[config.mk]
export PLATFORM = sky130hd
export DESIGN_NAME = rr_arbiter_n
export DESIGN_NICKNAME = d
export VERILOG_FILES = /design/src/rtl/rr_arbiter_n.sv
export SDC_FILE = /design/constraint.sdc
export NUM_CORES = 1
export LEC_CHECK = 0
export ABC_CLOCK_PERIOD_IN_PS = 4800
export CAP_MARGIN = 10
export CORE_ASPECT_RATIO = 0.8
export CORE_MARGIN = 2
export CORE_UTILIZATION = 32
export DETAILED_ROUTE_END_ITERATION = 6
export SETUP_SLACK_MARGIN = 0.5
export SYNTH_ARGS = -nofsm -noshare
export SYNTH_HDL_FRONTEND = slang
export SYNTH_SLANG_ARGS = --single-unit
export TNS_END_PERCENT = 10
[constraint.sdc]
create_clock -name clk -period 4.8 [get_ports clk]
set_clock_uncertainty 0.15 [all_clocks]
set_input_delay 1.2 -clock clk [delete_from_list [all_inputs] [get_ports clk]]
set_output_delay 1.2 -clock clk [all_outputs]
set_load 0.01 [all_outputs]
[src/rtl/rr_arbiter_n.sv]
// N-way round-robin arbiter with locked grants and back-to-back handoff.
// Define RR_ARB_HOLD_LIMIT_EN to cap each grant at MAX_HOLD cycles.
module rr_arbiter_n #(
  parameter int N        = 4,
  parameter int MAX_HOLD = 8,
  parameter int IDW      = $clog2(N)
) (
  input  logic           clk,
  input  logic           rst_n,
  input  logic [N-1:0]   req,
  input  logic           done,
  output logic [N-1:0]   gnt,
  output logic [IDW-1:0] gnt_id,
  output logic           gnt_vld,
  output logic           preempt
);

  typedef enum logic {
    IDLE,
    GRANT
  } state_t;

  state_t         state_q;
  state_t         state_d;
  logic [N-1:0]   gnt_d;
  logic [IDW-1:0] id_d;
  logic [IDW-1:0] ptr_q;
  logic [IDW-1:0] ptr_d;
  logic [IDW-1:0] nxt_ptr;
  logic [IDW-1:0] arb_ptr;
  logic [IDW-1:0] win;
  logic           win_vld;
  logic           rel;
  logic           limit_hit;
  logic [2*N-1:0] dbl;

  assign nxt_ptr = (gnt_id == IDW'(N - 1)) ? '0
                 : gnt_id + IDW'(1);

  // A release arbitrates with the rotated pointer in the same cycle
  assign arb_ptr = (state_q == GRANT) ? nxt_ptr : ptr_q;

  always_comb begin
    dbl = {req, req};
    for (int i = 0; i < N; i++) begin
      if (i < int'(arb_ptr)) dbl[i] = 1'b0;
    end
    win     = '0;
    win_vld = |req;
    for (int i = 2 * N - 1; i >= 0; i--) begin
      if (dbl[i]) win = IDW'(i % N);
    end
  end

  assign rel = done | ~req[gnt_id] | limit_hit;

`ifdef RR_ARB_HOLD_LIMIT_EN
  logic [7:0] cnt_q;

  assign limit_hit = gnt_vld
                   & (cnt_q == 8'(MAX_HOLD - 1))
                   & ~done & req[gnt_id];

  always_ff @(posedge clk or negedge rst_n) begin
    if (!rst_n) begin
      cnt_q   <= '0;
      preempt <= 1'b0;
    end else begin
      cnt_q   <= (gnt_vld && !rel) ? cnt_q + 8'd1 : 8'd0;
      preempt <= limit_hit;
    end
  end
`else
  assign limit_hit = 1'b0;
  assign preempt   = 1'b0;
`endif

  always_comb begin
    state_d = state_q;
    gnt_d   = gnt;
    id_d    = gnt_id;
    ptr_d   = ptr_q;
    unique case (state_q)
      IDLE: begin
        if (win_vld) begin
          state_d    = GRANT;
          gnt_d      = '0;
          gnt_d[win] = 1'b1;
          id_d       = win;
        end
      end
      GRANT: begin
        if (rel) begin
          ptr_d = nxt_ptr;
          if (win_vld) begin
            gnt_d      = '0;
            gnt_d[win] = 1'b1;
            id_d       = win;
          end else begin
            state_d = IDLE;
            gnt_d   = '0;
          end
        end
      end
      default: state_d = IDLE;
    endcase
  end

  always_ff @(posedge clk or negedge rst_n) begin
    if (!rst_n) begin
      state_q <= IDLE;
      gnt     <= '0;
      gnt_id  <= '0;
      ptr_q   <= '0;
    end else begin
      state_q <= state_d;
      gnt     <= gnt_d;
      gnt_id  <= id_d;
      ptr_q   <= ptr_d;
    end
  end

  assign gnt_vld = (state_q == GRANT);

endmodule
# ---- Word-level counts from Yosys, hierarchy flattened
# Index checks and enable logic that the tools add are counted.
dict set report totals {
  register_bits 9
  output_inout_bits 8
  elab_cells 47
}
dict set report classes {
  n_addsub 1
  magnitude_cmp 6
  n_eq_ne 3
  mux 26
  bitwise_logic 3
  n_reduce_logical 4
}
# cell count
set ops {}
lappend ops {{2-bit 2-to-1 mux} 11}
lappend ops {{4-bit 2-to-1 mux} 3}
lappend ops {{4-bit one-hot mux with 2 select lines} 1}
lappend ops {{1-bit 2-to-1 mux} 7}
lappend ops {{2-bit by 3-bit less-than comparator with 1-bit output (second input constant)} 2}
lappend ops {{1-bit by 2-bit less-than comparator with 1-bit output (first input constant)} 2}
lappend ops {{2-bit one-hot mux with 2 select lines} 1}
lappend ops {{2-bit AND reduction} 2}
lappend ops {{4-bit OR reduction} 1}
lappend ops {{2-bit by 1-bit adder with 2-bit output (second input constant)} 1}
lappend ops {{1-bit binary-select mux with 2-bit select} 1}
lappend ops {{1-bit demux with 2-bit select} 1}
lappend ops {{2-bit equality test (second input constant)} 1}
lappend ops {{2-bit by 1-bit greater-or-equal comparator with 1-bit output (second input constant)} 1}
lappend ops {{2-bit less-than comparator (first input constant)} 1}
lappend ops {{2-bit by 1-bit inequality test with 1-bit output (second input constant)} 1}
lappend ops {{2-bit inequality test (second input constant)} 1}
lappend ops {{1-bit inverter} 2}
lappend ops {{1-bit one-hot mux with 2 select lines} 1}
lappend ops {{1-bit logical AND} 1}
lappend ops {{1-bit OR} 1}

# ---- Logic depth before layout (Yosys ltp)
dict set report depth {
  depth_word 15
  ltp_mapped 7
  depth_no_buf 6
}

# ---- Worst setup path before layout
# OpenSTA, ideal clock, no wires.
dict set report synth_timing {
  path_type {in2reg}
  from {input req[2]}
  to {register gnt_id[1]}
  setup_time_ns 0.127
  arrival_time_ns 2.561
  required_ns 4.523
  slack_ns 1.962
  stages 7
  path_cell_list {buf_2 > mux4_2 > nor2b_4 > and2_4 > buf_6 > nor2_2 > mux2_1}
}
dict set report synth_via {
  elab_chain_len 10
  word_cells_on_any_way 17
  cone_classes {eq/ne: 1; mux: 13; bitwise: 2; reduce/logical: 1}
}
# element line_no
set synth_rtl {}
lappend synth_rtl {{start: declaration} 10} ;# input logic [N-1:0] req,
lappend synth_rtl {{2-bit 2-to-1 mux (7 in a row)} 51} ;# if (dbl[i]) win = IDW'(i % N);
lappend synth_rtl {{2-bit 2-to-1 mux} {85, 95}}
lappend synth_rtl {{2-bit 2-to-1 mux} 93} ;# if (rel) begin
lappend synth_rtl {{2-bit one-hot mux with 2 select lines} 83} ;# unique case (state_q)
lappend synth_rtl {{end signal: assignment} 118} ;# gnt_id <= id_d;
lappend synth_rtl {{end: declaration} 13} ;# output logic [IDW-1:0] gnt_id,
# Several ways; a longest one is shown, not always the timed one. The select of a mux whose other input is x is not followed.
# A chain may end at the register's enable or synchronous reset.

# ---- Final worst setup path
dict set report layout_timing {
  from {input req[1]}
  to {register gnt_id[1]}
}
dict set report layout_via {
  elab_chain_len 9
  word_cells_on_any_way 16
  cone_classes {eq/ne: 1; mux: 12; bitwise: 2; reduce/logical: 1}
}
# element line_no
set layout_rtl {}
lappend layout_rtl {{2-bit 2-to-1 mux (6 in a row)} 51}
lappend layout_rtl {{2-bit 2-to-1 mux} {85, 95}}
lappend layout_rtl {{2-bit 2-to-1 mux} 93}
lappend layout_rtl {{2-bit one-hot mux with 2 select lines} 83}
# Several ways; a longest one is shown, not always the timed one. The select of a mux whose other input is x is not followed.

==> impl_metrics.py <==
metrics = {
    "run_status": {
        "status": "completed",
    },
    "yosys": {
        "yosysMostFrequentCell": "dfrtp_1",
        "synth.distinct_cells": 37,
        "synth_top_cell_area_share": 0.321,
        "ys_warn_count": 0,
        "yosys_most_used_dff": "dfrtp_1",
        "synth.avg_cell_area_um2": 9.34,
        "synth_cells": 75,
        "synth_nets": 83,
        "mappedNetlistArea_um2": 701,
        "synthTopCellsByArea": "dfrtp_1 32%, buf_6 4.8%, mux2_2 4.8%",
        "synthTopCellsByCount": "9 x dfrtp_1, 6 x nor2_1, 5 x nand2_1, 5 x nand4_1",
        "synth_edf_count": 0,
        "synth-async-reset-ratio": 1.00,
        "ys_ff_latch": 9,
        "seq_area_frac_synth": 0.321,
        "synth.largest_area_cell": "dfrtp_1",
    },
    "critical_path": {
        "crit_path_start_kind": "primary input",
        "cp.required_ps": 4790,
        "critical_path_peak_fanout": 8,
        "rr_endpoint": "gnt[2]",
        "reg2regPathDepth": 6,
        "crit_type": "in2reg",
        "arrival_ps": 3000,
        "reg2reg_from": "gnt_id[0]",
        "endpoint_kind": "register",
        "r2r_setup_slack_ps": 2350,
    },
    "cts": {
        "cts_setup_buffers": 0,
        "cts_tree": "yes",
        "clock-sinks": 9,
        "hold_buffers": 0,
        "clk_latency_ps": 250,
        "htreeDepth": 1,
        "ctsResizeCount": 0,
        "path_clk_slew_ps": 60,
        "clock_path_buffers": 2,
        "cts_made_buffers": 3,
        "cts_root_buf": "clkbuf_4",
    },
    "timing": {
        "rsz0062_at_grt": "no",
        "finalSetupViolCount": 0,
        "final.setup.tns_ps": 0,
        "timing.final.crit_period_ps": 3010,
        "finalHoldViolations": 0,
        "tightest_slew_ps": 512,
        "relSlewSlack": 0.655,
        "max_freq_ghz": 0.332,
        "slew_viol_final": 0,
        "min_period_over_period": 0.628,
    },
    "global_route": {
        "grt_max_degree": 14,
        "grt_overflow_total": 0,
        "gr-usage-all-layers": 0.126,
        "grt_pass1_wl_um": 2490,
        "grt_pass1_vias": 548,
        "antenna_found_initial": 0,
    },
    "hold_path": {
        "min_path_cells": 1,
        "hp-class": "reg2reg",
        "hp-start": "gnt[2]",
        "whs_endpoint": "gnt[2]",
    },
    "power_and_ir_drop": {
        "leakagePower_nw": 0.332,
        "finalPower_mw": 0.475,
        "cellPowerDensity_nw_per_um2": 564,
        "vdd_drop_max_mv": 0.233,
    },
    "placed_design": {
        "io_buffers": 13,
        "dp.cells": 108,
        "place_congestion": 0.795,
        "hpwl_um": 1140,
    },
    "detailed_routing": {
        "m1WireLength_um": 751,
        "routed_wl_um": 1520,
        "wire_per_inst_um": 13.6,
        "drc": 0,
        "via_count": 642,
        "vias_per_cell": 5.73,
        "wl_met2_um": 706,
        "wl_met3_um": 66,
        "drt_iter0_markers": 30,
        "antenna_left": 0,
        "firstDrtPassIters": 4,
        "top_layer": "met3",
    },
    "floorplan": {
        "rows": 15,
        "dieArea_um2": 2580,
        "die_y_um": 45.9,
        "io_pins": 15,
        "die_w_um": 56.3,
        "initial_core_util": 0.330,
        "core_um2": 2120,
    },
    "flow_run": {
        "drv_cap": 0,
    },
    "cells_and_area": {
        "num-nets-final": 96,
        "diodes": 0,
        "area_delta_synth_final_pct": 20.2,
        "finalNonFillerCells": 112,
        "drive_above_1_share": 0.149,
    },
}
-- stage by stage --
stage | hold slack, ps | instance area, um^2 | util | worst slack, ps
2_1_floorplan | 346 | 701 | - | 1960
3_3_place_gp | 362 | 816 | 0.385 | 1550
3_5_place_dp | 354 | 816 | 0.385 | 1520
4_1_cts | 375 | 842 | 0.397 | 1800
5_1_grt | 396 | 842 | 0.397 | 1700
6_report | 370 | 842 | 0.397 | 1790
-- where the power goes --
group	total, mW	internal, mW	switching [mW]
Sequential	0.138	0.108	0.0307
Clock	0.0568	0.0319	0.0248
Combinational	0.280	0.141	0.139
-- worst max-delay path: stages --
cell and delay, ps:
clkdlybuf4s50_1 560, mux4_2 510, nor2b_4 150, and2_4 180
nor2_2 80, mux2_1 310
-- per-layer routing --
layer / track usage / vias to the layer above
li1: - / 312
met1: 0.180 / 312
met2: 0.191 / 18
met3: 0.0256 / 0
met4: 0.0429 / 0
met5: 0 / -
-- registers in the layout, summed over array words and instances, names as in the netlist --
signal	cells
gnt	4
ptr_q	2
gnt_vld	1
gnt_id	2
-- kinds of logic after synthesis --
group | count (synthesis) | synth area share
buffers and inverters | 7 | 0.0821
other | 1 | 0.00535
adders and majority gates | 1 | 0.0179
muxes | 6 | 0.111
DFF | 9 | 0.321
AOI/OAI and AO/OA | 21 | 0.211
and+or+nand+nor | 30 | 0.252
-- worst max-delay path by stage --
stage                            to  slack, ps   start
final                     gnt_id[1]       1790  req[1]
after global routing      gnt_id[1]       1700  req[1]
after CTS                 gnt_id[1]       1800  req[3]
after detailed placement  gnt_id[1]       1520  req[3]
after global placement    gnt_id[1]       1550  req[3]
after floorplan           gnt_id[1]       1960  req[2]
-- final cells by class --
cell class                 instances  area (um^2)
inverter                           1         3.75
tap                               25         31.3
multi-input combinational         59          418
sequential                         9          225
clock buffer                       4         26.3
timing repair buffer              14          138
fill                             215         1280
-- placed cells by master, fill, tap and decap left out, types with 2 or more instances in the layout --
cell             instances
mux2_2                   3
o211ai_1                 2
clkbuf_4                 3
a211oi_1                 2
nand4_1                  5
clkdlybuf4s50_1         13
nand2_1                  5
a21oi_1                  3
o21ai_0                  2
dfrtp_1                  9
nor2_1                   6
o31ai_1                  2
nand3_1                  2
nor2b_1                  3
nand2b_1                 2
a32oi_1                  3
Power figures use the tool's default switching activity.
